File: config.mk
export PLATFORM = sky130hd
export DESIGN_NAME = ps2_key_receiver
export DESIGN_NICKNAME = d
export VERILOG_FILES = /design/src/rtl/ps2_key_receiver_pkg.sv /design/src/rtl/ps2_sync_filter.sv /design/src/rtl/ps2_key_receiver.sv
export SDC_FILE = /design/constraint.sdc
export NUM_CORES = 1
export LEC_CHECK = 0
export ABC_CLOCK_PERIOD_IN_PS = 5700
export BUFFER_PORTS_ARGS = -buffer_cell sky130_fd_sc_hd__buf_2
export CORE_UTILIZATION = 60
export CTS_CLUSTER_DIAMETER = 200
export DETAILED_ROUTE_END_ITERATION = 7
export PLACE_DENSITY = 0.87
export SLEW_MARGIN = 10
export SYNTH_ARGS = -nofsm -noshare
export SYNTH_HDL_FRONTEND = slang
export SYNTH_SLANG_ARGS = --single-unit
File: constraint.sdc
create_clock -name clk -period 5.7 [get_ports clk]
set_input_delay 0.285 -clock clk [delete_from_list [all_inputs] [get_ports clk]]
set_output_delay 0.285 -clock clk [all_outputs]
set_load 0.02 [all_outputs]
File: src/rtl/ps2_key_receiver_pkg.sv
// Shared keycodes and receiver FSM encoding for the PS/2 keypad path.
// Keypad scan codes are set 2, as sent by the keypad.
package ps2_key_receiver_pkg;

    localparam logic [7:0] KP_INVALID      = 8'h00;
    localparam logic [7:0] KP_KEY_RELEASED = 8'hF0;
    localparam logic [7:0] KP_EXTENDED     = 8'hE0;
    localparam logic [7:0] KP_0            = 8'h70;
    localparam logic [7:0] KP_1            = 8'h69;
    localparam logic [7:0] KP_2            = 8'h72;
    localparam logic [7:0] KP_3            = 8'h7A;
    localparam logic [7:0] KP_4            = 8'h6B;
    localparam logic [7:0] KP_5            = 8'h73;
    localparam logic [7:0] KP_6            = 8'h74;
    localparam logic [7:0] KP_7            = 8'h6C;
    localparam logic [7:0] KP_8            = 8'h75;
    localparam logic [7:0] KP_9            = 8'h7D;
    localparam logic [7:0] KP_STAR         = 8'h7C;
    localparam logic [7:0] KP_MINUS        = 8'h7B;

    typedef enum logic [1:0] {
        StIdle,
        StData,
        StParity,
        StStop
    } rx_state_e;

    // Odd parity holds when data bits plus parity bit contain an odd number of ones.
    function automatic logic odd_parity_ok(input logic [7:0] data, input logic parity);
        return ^{data, parity};
    endfunction

endpackage

File: src/rtl/ps2_sync_filter.sv
// Synchronizes ps2_clk/ps2_data, deglitches ps2_clk and flags its filtered falling edges.
module ps2_sync_filter #(
    parameter int unsigned FILTER_LEN = 8
) (
    input  logic clk,
    input  logic reset,
    input  logic ps2_clk,
    input  logic ps2_data,
    output logic filt_clk_fall,
    output logic sync_data
);

    localparam int unsigned CW = $clog2(FILTER_LEN + 1);

    logic [1:0]    clk_sync_q;
    logic [1:0]    data_sync_q;
    logic          filt_clk_q;
    logic [CW-1:0] cnt_q;

    always_ff @(posedge clk) begin
        if (reset) begin
            clk_sync_q    <= 2'b11;
            data_sync_q   <= 2'b11;
            filt_clk_q    <= 1'b1;
            cnt_q         <= '0;
            filt_clk_fall <= 1'b0;
        end else begin
            clk_sync_q    <= {clk_sync_q[0], ps2_clk};
            data_sync_q   <= {data_sync_q[0], ps2_data};
            filt_clk_fall <= 1'b0;
            // cnt_q counts consecutive samples that disagree with the filtered level.
            if (clk_sync_q[1] == filt_clk_q) begin
                cnt_q <= '0;
            end else if (cnt_q == CW'(FILTER_LEN - 1)) begin
                filt_clk_q    <= clk_sync_q[1];
                cnt_q         <= '0;
                filt_clk_fall <= filt_clk_q;
            end else begin
                cnt_q <= cnt_q + 1'b1;
            end
        end
    end

    assign sync_data = data_sync_q[1];

endmodule

File: src/rtl/ps2_key_receiver.sv
// PS/2 keypad frame receiver: decodes 11-bit frames and holds the last code on key.
module ps2_key_receiver
    import ps2_key_receiver_pkg::*;
#(
    parameter int unsigned FILTER_LEN    = 8,
    parameter int unsigned FRAME_TIMEOUT = 50000,
    parameter int unsigned HOLD_CYCLES   = 5000000
) (
    input  logic       clk,
    input  logic       reset,
    input  logic       ps2_clk,
    input  logic       ps2_data,
    output logic [7:0] key,
    output logic       key_valid,
    output logic       parity_err,
    output logic       frame_err
);

    localparam int unsigned TW = $clog2(FRAME_TIMEOUT + 1);
    localparam int unsigned HW = $clog2(HOLD_CYCLES + 1);

    logic          fall;
    logic          sync_data;
    rx_state_e     state_q;
    logic [7:0]    shift_q;
    logic [2:0]    bit_cnt_q;
    logic          parity_q;
    logic [TW-1:0] tmo_q;
    logic [HW-1:0] hold_q;

    ps2_sync_filter #(
        .FILTER_LEN(FILTER_LEN)
    ) u_sync_filter (
        .clk          (clk),
        .reset        (reset),
        .ps2_clk      (ps2_clk),
        .ps2_data     (ps2_data),
        .filt_clk_fall(fall),
        .sync_data    (sync_data)
    );

    always_ff @(posedge clk) begin
        if (reset) begin
            state_q    <= StIdle;
            shift_q    <= '0;
            bit_cnt_q  <= '0;
            parity_q   <= 1'b0;
            tmo_q      <= '0;
            hold_q     <= '0;
            key        <= KP_INVALID;
            key_valid  <= 1'b0;
            parity_err <= 1'b0;
            frame_err  <= 1'b0;
        end else begin
            key_valid  <= 1'b0;
            parity_err <= 1'b0;
            frame_err  <= 1'b0;

            if (hold_q != '0) begin
                hold_q <= hold_q - 1'b1;
                if (hold_q == HW'(1)) key <= KP_INVALID;
            end

            if (state_q == StIdle || fall) tmo_q <= '0;
            else                           tmo_q <= tmo_q + 1'b1;

            if (fall) begin
                case (state_q)
                    StIdle: begin
                        if (!sync_data) begin
                            state_q   <= StData;
                            bit_cnt_q <= '0;
                            shift_q   <= '0;
                        end else begin
                            frame_err <= 1'b1;
                        end
                    end
                    StData: begin
                        shift_q   <= {sync_data, shift_q[7:1]};
                        bit_cnt_q <= bit_cnt_q + 1'b1;
                        if (bit_cnt_q == 3'd7) state_q <= StParity;
                    end
                    StParity: begin
                        parity_q <= sync_data;
                        state_q  <= StStop;
                    end
                    StStop: begin
                        state_q <= StIdle;
                        if (!sync_data) begin
                            frame_err <= 1'b1;
                        end else if (!odd_parity_ok(shift_q, parity_q)) begin
                            parity_err <= 1'b1;
                        end else begin
                            // Placed after the hold decrement so a delivery beats expiry.
                            key       <= shift_q;
                            key_valid <= 1'b1;
                            hold_q    <= HW'(HOLD_CYCLES);
                        end
                    end
                    default: state_q <= StIdle;
                endcase
            end else if (state_q != StIdle && tmo_q == TW'(FRAME_TIMEOUT - 1)) begin
                state_q   <= StIdle;
                frame_err <= 1'b1;
            end
        end
    end

endmodule
==> out/summary.txt, run 1 <==
Status -> finished, final reports clean
WL per Instance -> 13.90 um
Tcrit/Tclk final -> 40.84%
Initial antenna violation count -> 0
Clk slew on worst S/H paths -> 0.08 ns
Min Tclk post-route -> 2.328 ns
Largest net degree at the start of global routing -> 35
Slowest cell delay on critical path -> 0.61 ns
Post-synth cell types -> 53
Final Hold Viols -> 0
Hold Crit Class -> input pin to flip-flop
Yosys top cell by area -> dfxtp_1
Final Non-Filler Cells -> 453
Total track usage -> 23.00%
Cts hold-fix bufs -> 0
Setup crit end -> hold_q[13]
PnR worst setup slack -> 3.372 ns
Worst VDD drop -> 0.0004672 V
Crit path buf inv count -> 0
Post-synth EDFFs -> 0
CP top delay family -> XOR/XNOR gates
Netlist Area Pre-Place -> 3337 sq um
CP Launch Type -> flip-flop
Leakage power -> 0.001332 uW
Die X -> 76.58 um
Stages on the worst setup path -> 5
Post-Synthesis Cells -> 368
Final Skew -> 0.009684 ns
Crit. Startpoint -> shift_q[2]
H-tree depth -> 3
Synth Warn # -> 0
IO Count -> 15
Post-CTS sizing -> 0
HP Start -> ps2_data
PD cells -> 452.7 nW/um^2
Post-CTS Setup Bufs -> 0
Critical path's most frequent cell -> xnor2_1
Placement Setup Slack -> 3.418 ns
Setup TNS -> 0 ns
Mapped Nets -> 382
First-pass GRT wire length -> 10560 um
Seq/Total Area, Yosys -> 44.39%
Final #Nets -> 392
Longest Clk Path Bufs -> 2
Fmax -> 0.4296 GHz
FFs w/ async S/R, synth -> 0%
Inst Count DP -> 437
GRT overflow -> 0
P&R area growth vs syn -> 8.024%
Worst r2r path cells -> 5
WS Path Type -> flip-flop to flip-flop
CTS tree -> yes
Critical Path, Cell by Cell -> xnor2_1, xnor2_1, xnor3_1, o21ai_2, o21ba_2
DP Area -> 3411 sq um
Max FO, Critical Path -> 15
Synth area leaders -> dfxtp_1, xnor2_1, nor2_1, xor2_1, ha_1
Worst path required time -> 5.96 ns
Worst R2R End -> hold_q[13]
PortBufs -> 14
Number of DRC markers in iteration 0 -> 78
Vias in the first global route -> 2351
CP endpoint kind -> flip-flop
Fillers -> 384
Antenna viol nets, final -> 0
Area share of the leading cell type in the synthesized netlist -> 44.39%
Fin util -> 68.82%
Clock root buffer master -> clkbuf_8
Slew Limit Fails -> 0
Worst-Margin Slew -> 0.6721 ns
Initial Util -> 63.71%
Arrival @ worst endpoint -> 2.58 ns
Drt total wl -> 6297 um
Clk Latency, worst-skew pair -> 0.36 ns
Mapped Avg Cell Area -> 9.068 sq um
Multi-input logic area -> 1723 sq um
# rows -> 26
Post-route DRC -> 0
Worst R2R Start -> shift_q[2]
DR vias/cell -> 5.751
Layout cell share with drive strength beyond 1 -> 12.53%
Detailed placement HPWL -> 4235 um
Rel. slew slack -> 55.03%
DR pass1 iterations -> 6
Diodes inserted -> 0
Die area -> 5864 sq um
Clock sink total -> 74
Total CTS buffers -> 9
Unrepaired setup endpoints after global routing -> false
Final instance area -> 3605 sq um
Vias -> 2605
#FFs+latches synth -> 74
Die Ht -> 76.58 um
Slowest library cell on the worst path -> o21ai_2
Register area -> 1481 sq um
Total core area -> 5238 sq um
Final setup fails -> 0
GPL Wtd Cong -> 0.8521
Ys flop type -> dfxtp_1
R2R Setup Slk -> 3.37 ns
Max-cap violations -> 0
==> layout by cell type (no fill, tap or decap), types with 3 or more instances in the layout <==
master      instances
nor3_1              7
ha_1               10
inv_1              12
and4_1              3
or3_1               7
or2_2               7
clkinvlp_4          3
or4_1               4
o211ai_1            8
nor2_1             51
mux2i_1             3
buf_2              14
nor4_1              6
nand4_1             4
nand2_1            24
o21ai_0            22
a21oi_1            13
a22oi_1            10
and3_1              6
xnor2_1            22
clkbuf_8            9
xor2_1             16
dfxtp_1            74
nand3_1            11
==> stage by stage <==
step,hold slack (ns),total power [uW]
2_1_floorplan,0.3888,1144
3_3_place_gp,0.3901,1197
3_5_place_dp,0.3957,1224
4_1_cts,0.09587,1628
5_1_grt,0.1129,1730
6_report,0.1038,1632
==> layout make-up <==
class | count | area share, %
clock buffers | 10 | 3.540
well taps | 70 | 2.430
repair buffers | 14 | 1.944
flip-flops and latches | 74 | 41.10
clock inverters | 6 | 1.840
inverters | 13 | 1.354
multi-input cells | 266 | 47.80
==> worst min-delay path by stage <==
stage                                               to  cells past startpoint
after floorplan            u_sync_filter.clk_sync_q[0]                      1
after global placement     u_sync_filter.clk_sync_q[1]                      1
after detailed placement   u_sync_filter.clk_sync_q[1]                      1
after CTS                 u_sync_filter.data_sync_q[0]                      2
after global routing      u_sync_filter.data_sync_q[0]                      2
final                     u_sync_filter.data_sync_q[0]                      2
==> synthesized netlist by cell type (2+ instances only) <==
cell type and count:
inv_1 12, o21ai_0 22, o31ai_1 2, xnor2_1 22
o211ai_1 8, nand2_1 24, nor3_1 7, dfxtp_1 74
or3_1 7, mux2i_1 3, ha_1 10, a22oi_1 10
nor2_1 51, and4_1 3, or4_1 4, o21ai_2 2
buf_6 3, or2_2 7, nand3_1 11, a21oi_1 13
a311oi_1 2, nor4_1 6, nand4_1 4, xor2_1 16
a211oi_1 2, o21a_1 2, clkbuf_1 10, and3_1 6
==> worst reg2reg max path: stages, from the launching register on <==
cell and delay, ns:
dfxtp_1 0.40, xnor2_1 0.12, xnor2_1 0.32, xnor3_1 0.53, o21ai_2 0.61, o21ba_2 0.25
==> sequential cells by signal (all words and copies together), names as in the netlist, 3 cells and up <==
register / count
shift_q: 8
bit_cnt_q: 3
hold_q: 23
tmo_q: 16
u_sync_filter.cnt_q: 4
key: 8
==> metal layers <==
| metal | wire [um] | share of wire [%] | global-route usage [%] |
|---|---|---|---|
| met1 | 2903 | 46 | 27.64 |
| met2 | 2974 | 47 | 36.94 |
| met3 | 236 | 3.7 | 8.024 |
| met4 | 182 | 2.9 | 10.38 |
| met5 | 0 | 0 | 0 |
==> kinds of logic after synthesis <==
group | Yosys count | synth area share [%]
AO/OA/AOI/OAI | 70 | 13.35
XOR/XNOR | 39 | 10.65
adder cells (fa/ha/maj) | 10 | 3.750
buffers and inverters | 28 | 3.974
flip-flops | 74 | 44.39
multiplexers | 3 | 0.8999
AND/OR/NAND/NOR | 144 | 22.99
==> report_power, final <==
group,internal [uW],switching [uW],total [uW],leakage (uW)
logic,228,347,575,0.000643
registers,581,73.6,654,0.000600
clock network,203,200,403,0.0000889
total,1010,621,1630,0.00133
(Power assumes the default switching activity.)
==> run 2, diff against run 1 <==
--- a/config.mk
+++ b/config.mk
@@ -5,7 +5,7 @@
 export SDC_FILE = /design/constraint.sdc
 export NUM_CORES = 1
 export LEC_CHECK = 0
-export ABC_CLOCK_PERIOD_IN_PS = 5700
+export ABC_CLOCK_PERIOD_IN_PS = 2200
 export BUFFER_PORTS_ARGS = -buffer_cell sky130_fd_sc_hd__buf_2
 export CORE_UTILIZATION = 60
 export CTS_CLUSTER_DIAMETER = 200
==> constraint.sdc (replaced) <==
create_clock -name clk -period 2.2 [get_ports clk]
set_input_delay 0.11 -clock clk [delete_from_list [all_inputs] [get_ports clk]]
set_output_delay 0.11 -clock clk [all_outputs]
set_load 0.02 [all_outputs]
==> out/summary.txt, run 2 (synthesis results as in run 1) <==
Longest Clk Path Bufs -> 2
Critical path's most frequent cell -> o21ai_0
Min Tclk post-route -> 2.242 ns
Worst VDD drop -> 0.001192 V
Max reg flops -> 23
Final Skew -> 0.01293 ns
Total track usage -> 25.60%
Number of DRC markers in iteration 0 -> 130
Commonest non-fill, non-tap cells in the layout -> dfxtp_1, nor2_1, nand2_1
PD cells -> 1282 nW/um^2
Die X -> 76.58 um
Fmax -> 0.4461 GHz
Hold Crit Class -> input pin to flip-flop
Antenna viol nets, final -> 0
First-pass GRT wire length -> 11810 um
Crit. Startpoint -> hold_q[6]
Worst R2R End -> hold_q[9]
# rows -> 26
GRT overflow -> 0
Fin util -> 73.98%
Biggest regs -> hold_q: 23 flops, tmo_q: 16 flops
R2R Setup Slk -> -0.04 ns
CP Launch Type -> flip-flop
Multi-input logic area -> 1774 sq um
WL per Instance -> 15.60 um
Top reg by flops -> hold_q
Critical Path, Cell by Cell -> or4_4, or4b_4, o21ai_0, xor2_1, o21ai_0
Die Ht -> 76.58 um
Leakage power -> 0.001474 uW
Max-cap violations -> 0
Slew Limit Fails -> 0
Worst path required time -> 2.42 ns
Status -> finished, violations left
Slowest cell delay on critical path -> 0.62 ns
Total core area -> 5238 sq um
Max FO, Critical Path -> 13
HP Start -> reset
WS Path Type -> flip-flop to flip-flop
Layout cell share with drive strength beyond 1 -> 17.78%
PnR worst setup slack -> -0.04151 ns
CP endpoint kind -> flip-flop
Most common cell after layout, fill and taps aside -> dfxtp_1
Register area -> 1484 sq um
Clk slew on worst S/H paths -> 0.08 ns
Setup TNS -> -0.04151 ns
Vias in the first global route -> 2728
Final setup fails -> 1
Placement Setup Slack -> 0.001803 ns
Violated checks -> negative setup slack
Fillers -> 342
Slowest library cell on the worst path -> or4b_4
DR pass1 iterations -> 4
Largest net degree at the start of global routing -> 24
Post-route DRC -> 0
Worst R2R Start -> hold_q[6]
Worst-case hold path end point -> shift_q[3]
Arrival @ worst endpoint -> 2.47 ns
Total CTS buffers -> 9
Detailed placement HPWL -> 4767 um
Initial antenna violation count -> 0
Clock sink total -> 74
Final Hold Viols -> 0
Rel. slew slack -> 52.65%
PortBufs -> 14
H-tree depth -> 3
Worst-Margin Slew -> 0.7069 ns
Hold Path Stages -> 2
Clk Latency, worst-skew pair -> 0.35 ns
GPL Wtd Cong -> 0.8839
Unrepaired setup endpoints after global routing -> true
Worst r2r path cells -> 5
Die area -> 5864 sq um
Initial Util -> 63.71%
DR vias/cell -> 5.895
DP Area -> 3523 sq um
Diodes inserted -> 0
Drt total wl -> 7411 um
P&R area growth vs syn -> 16.12%
Vias -> 2800
Tcrit/Tclk final -> 101.9%
Clock root buffer master -> clkbuf_8
IO Count -> 15
Final instance area -> 3875 sq um
Final #Nets -> 414
CTS tree -> yes
[run 2: changes by cell type in the layout (fill, tap and decap cells not counted), moves of 2 or more]
| cell | delta |
|---|---|
| dfxtp_2 | +2 |
| bufinv_16 | +2 |
| dlygate4sd3_1 | +2 |
| buf_4 | +18 |
| clkinvlp_4 | -3 |
| dfxtp_1 | -2 |
| o21ai_4 | +2 |
[run 2: worst max-delay path by stage]
stage          cells past startpoint    endpoint  slack [ns]
6_report                           5   hold_q[9]       -0.04
3_3_place_gp                       6  hold_q[17]        0.04
4_1_cts                            5  hold_q[13]       -0.03
5_1_grt                            5   hold_q[9]        -0.1
3_5_place_dp                       6  hold_q[17]       0.002
2_1_floorplan                      6   hold_q[9]         0.1
[run 2: layout make-up]
cell class              count  share of cell area [%]
repair buffers             35                   6.103
well taps                  70                   2.260
clock buffers              12                   3.746
clock inverters             4                   2.551
flip-flops and latches     74                   38.30
multi-input cells         267                   45.79
inverters                  13                   1.259
[run 2: stage by stage]
step | std cells | total power (uW) | hold slack (ns)
floorplan | 368 | 2965 | 0.2138
global placement | 452 | 3277 | 0.2928
detailed placement | 452 | 3368 | 0.3080
CTS | 470 | 4701 | 0.1672
global route | 475 | 5197 | 0.1924
finish | 475 | 4969 | 0.1828
[run 2: power breakdown]
| group | internal [uW] | switching (uW) | leakage (uW) | total (uW) |
|---|---|---|---|---|
| clock network | 788 | 490 | 0.000121 | 1280 |
| registers | 1510 | 186 | 0.000601 | 1690 |
| logic | 849 | 1150 | 0.000752 | 2000 |
[run 2: critical path: cells and delay by family (launching register included)]
kind             cells  cell delay [ns]
AO/OA/AOI/OAI        2             0.40
XOR/XNOR             1             0.22
flip-flops           1             0.33
AND/OR/NAND/NOR      2             1.16
[run 2: per-layer routing]
metal | GRT usage [%] | vias up | part of all wire (%)
met2 | 44.05 | 97 | 50
met4 | 10.77 | 0 | 2.6
met5 | 0 | - | 0
li1 | - | 1356 | -
met1 | 28.95 | 1328 | 42
met3 | 8.383 | 19 | 5.6
[run 2: what timing repair did]
action | 4_1_cts | 5_1_grt
pin swaps | 0 | 5
setup buffers | 0 | 4
hold buffers | 2 | 0
cloned | 0 | 1
setup endpoints to repair | 4 | 19
endpoints found under the hold margin | 2 | 0
gates resized for setup | 2 | 7
==> run 3, diff against run 2 <==
--- a/config.mk
+++ b/config.mk
@@ -7,10 +7,10 @@
 export LEC_CHECK = 0
 export ABC_CLOCK_PERIOD_IN_PS = 2200
 export BUFFER_PORTS_ARGS = -buffer_cell sky130_fd_sc_hd__buf_2
-export CORE_UTILIZATION = 60
+export CORE_UTILIZATION = 55
 export CTS_CLUSTER_DIAMETER = 200
 export DETAILED_ROUTE_END_ITERATION = 7
-export PLACE_DENSITY = 0.87
+export PLACE_DENSITY = 0.81
 export SLEW_MARGIN = 10
 export SYNTH_ARGS = -nofsm -noshare
 export SYNTH_HDL_FRONTEND = slang
==> out/summary.txt, run 3 (synthesis results as in run 1) <==
Arrival @ worst endpoint -> 2.48 ns
Clk Latency, worst-skew pair -> 0.35 ns
DP Area -> 3530 sq um
DR vias/cell -> 5.617
IO Count -> 15
Vias -> 2685
Biggest regs -> hold_q: 23 flops, tmo_q: 16 flops
Clock root buffer master -> clkbuf_8
WS Path Type -> flip-flop to flip-flop
GRT overflow -> 0
Final Hold Viols -> 0
Rel. slew slack -> 56.18%
PnR worst setup slack -> 0.004824 ns
Met3 WL post-DR -> 281 um
Top reg by flops -> hold_q
Flop pwr share -> 35.3%
Detailed placement HPWL -> 4376 um
Slew Limit Fails -> 0
H-tree depth -> 3
Vias in the first global route -> 2409
Unrepaired setup endpoints after global routing -> true
Commonest non-fill, non-tap cells in the layout -> dfxtp_1, nor2_1, nand2_1
Tcrit/Tclk final -> 99.78%
Max reg flops -> 23
Int Pwr -> 3032 uW
Min Tclk post-route -> 2.195 ns
Multi-input logic area -> 1777 sq um
DR pass1 iterations -> 4
Die Ht -> 79.89 um
WL met1 -> 3093 um
Antenna viol nets, final -> 0
DR top layer -> met4
Sw Pwr -> 1771 uW
R2R Setup Slk -> 0.005 ns
Initial antenna violation count -> 0
Status -> finished, final reports clean
Crit. Startpoint -> hold_q[6]
Post-route DRC -> 0
P&R area growth vs syn -> 15.52%
Fillers -> 470
Max-cap violations -> 0
Clock sink total -> 74
Die X -> 79.89 um
Number of DRC markers in iteration 0 -> 136
PD cells -> 1246 nW/um^2
Diodes inserted -> 0
Clk slew on worst S/H paths -> 0.08 ns
Final #Nets -> 412
Final setup fails -> 0
Register area -> 1484 sq um
HP Start -> reset
Final instance area -> 3855 sq um
Worst VDD drop -> 0.001327 V
WL per Instance -> 13.97 um
Largest net degree at the start of global routing -> 18
First-pass GRT wire length -> 10760 um
Max FO, Critical Path -> 5
Longest Clk Path Bufs -> 2
PortBufs -> 14
Drt total wl -> 6678 um
Placement Setup Slack -> -0.01317 ns
Logic pwr share -> 40.3%
Sw Share -> 36.88%
CP Launch Type -> flip-flop
Total track usage -> 21.87%
Initial Util -> 56.70%
Layout cell share with drive strength beyond 1 -> 18.36%
Most common cell after layout, fill and taps aside -> dfxtp_1
Leakage power -> 0.001457 uW
GPL Wtd Cong -> 0.8995
Met2 WL -> 3218 um
# rows -> 28
CP endpoint kind -> flip-flop
Final Skew -> 0.004554 ns
Worst-Margin Slew -> 0.6542 ns
Total CTS buffers -> 9
Clock group share of total power -> 24.4%
Total core area -> 5886 sq um
Die area -> 6382 sq um
Fmax -> 0.4555 GHz
CTS tree -> yes
Worst R2R Start -> hold_q[6]
Worst path required time -> 2.48 ns
Fin util -> 65.50%
Hold Crit Class -> input pin to flip-flop
Overall power -> 4803 uW
[run 3: path summary, 6_finish.rpt]
check	endpoint	depth (start not counted)
hold / removal	hold_q[22]	2
hold reg to reg	u_sync_filter.data_sync_q[1]	1
setup reg to reg	hold_q[19]	6
setup / recovery	hold_q[19]	6
[run 3: per-layer routing]
| metal | GRT usage (%) | vias up |
|---|---|---|
| li1 | - | 1348 |
| met1 | 26.67 | 1279 |
| met2 | 35.38 | 49 |
| met3 | 7.200 | 9 |
| met4 | 8.750 | 0 |
| met5 | 0 | - |
[run 3: final cells by class]
type | count | area share (%)
multi-input combinational | 267 | 46.09
sequential | 74 | 38.49
timing repair buffer | 33 | 5.842
clock buffer | 10 | 3.570
tap | 75 | 2.434
clock inverter | 6 | 2.304
inverter | 13 | 1.266
[run 3: stage by stage]
step / std cells / hold WS (ns) / setup TNS [ns]
after floorplan: 368 / 0.2138 / 0
after global placement: 457 / 0.2982 / 0
after detailed placement: 457 / 0.3032 / -0.01703
after CTS: 475 / 0.1308 / 0
after global routing: 478 / 0.1641 / -0.07672
final: 478 / 0.1504 / 0
[run 3: power by group through the flow]
stage	clock network [uW]	logic (uW)	registers (uW)
6_report	1170	1940	1690
3_3_place_gp	0	1600	1700
5_1_grt	1260	2130	1710
2_1_floorplan	0	1290	1670
4_1_cts	1200	1750	1680
3_5_place_dp	0	1650	1710
[run 3: what timing repair did]
item                                    4_1_cts  5_1_grt
hold endpoints to repair                      2        0
endpoints found under the setup margin        3       14
cloned                                        0        1
resized for setup                             3       10
pin swaps                                     0        5
buffers inserted                              0        2
hold buffers                                  2        0
[run 3: critical path: stages (launching register included)]
cell and delay, ns:
dfxtp_2 0.33, or4_4 0.54, buf_6 0.15, nor4_4 0.38
o21ai_4 0.14, or4_1 0.50, nand3_1 0.10
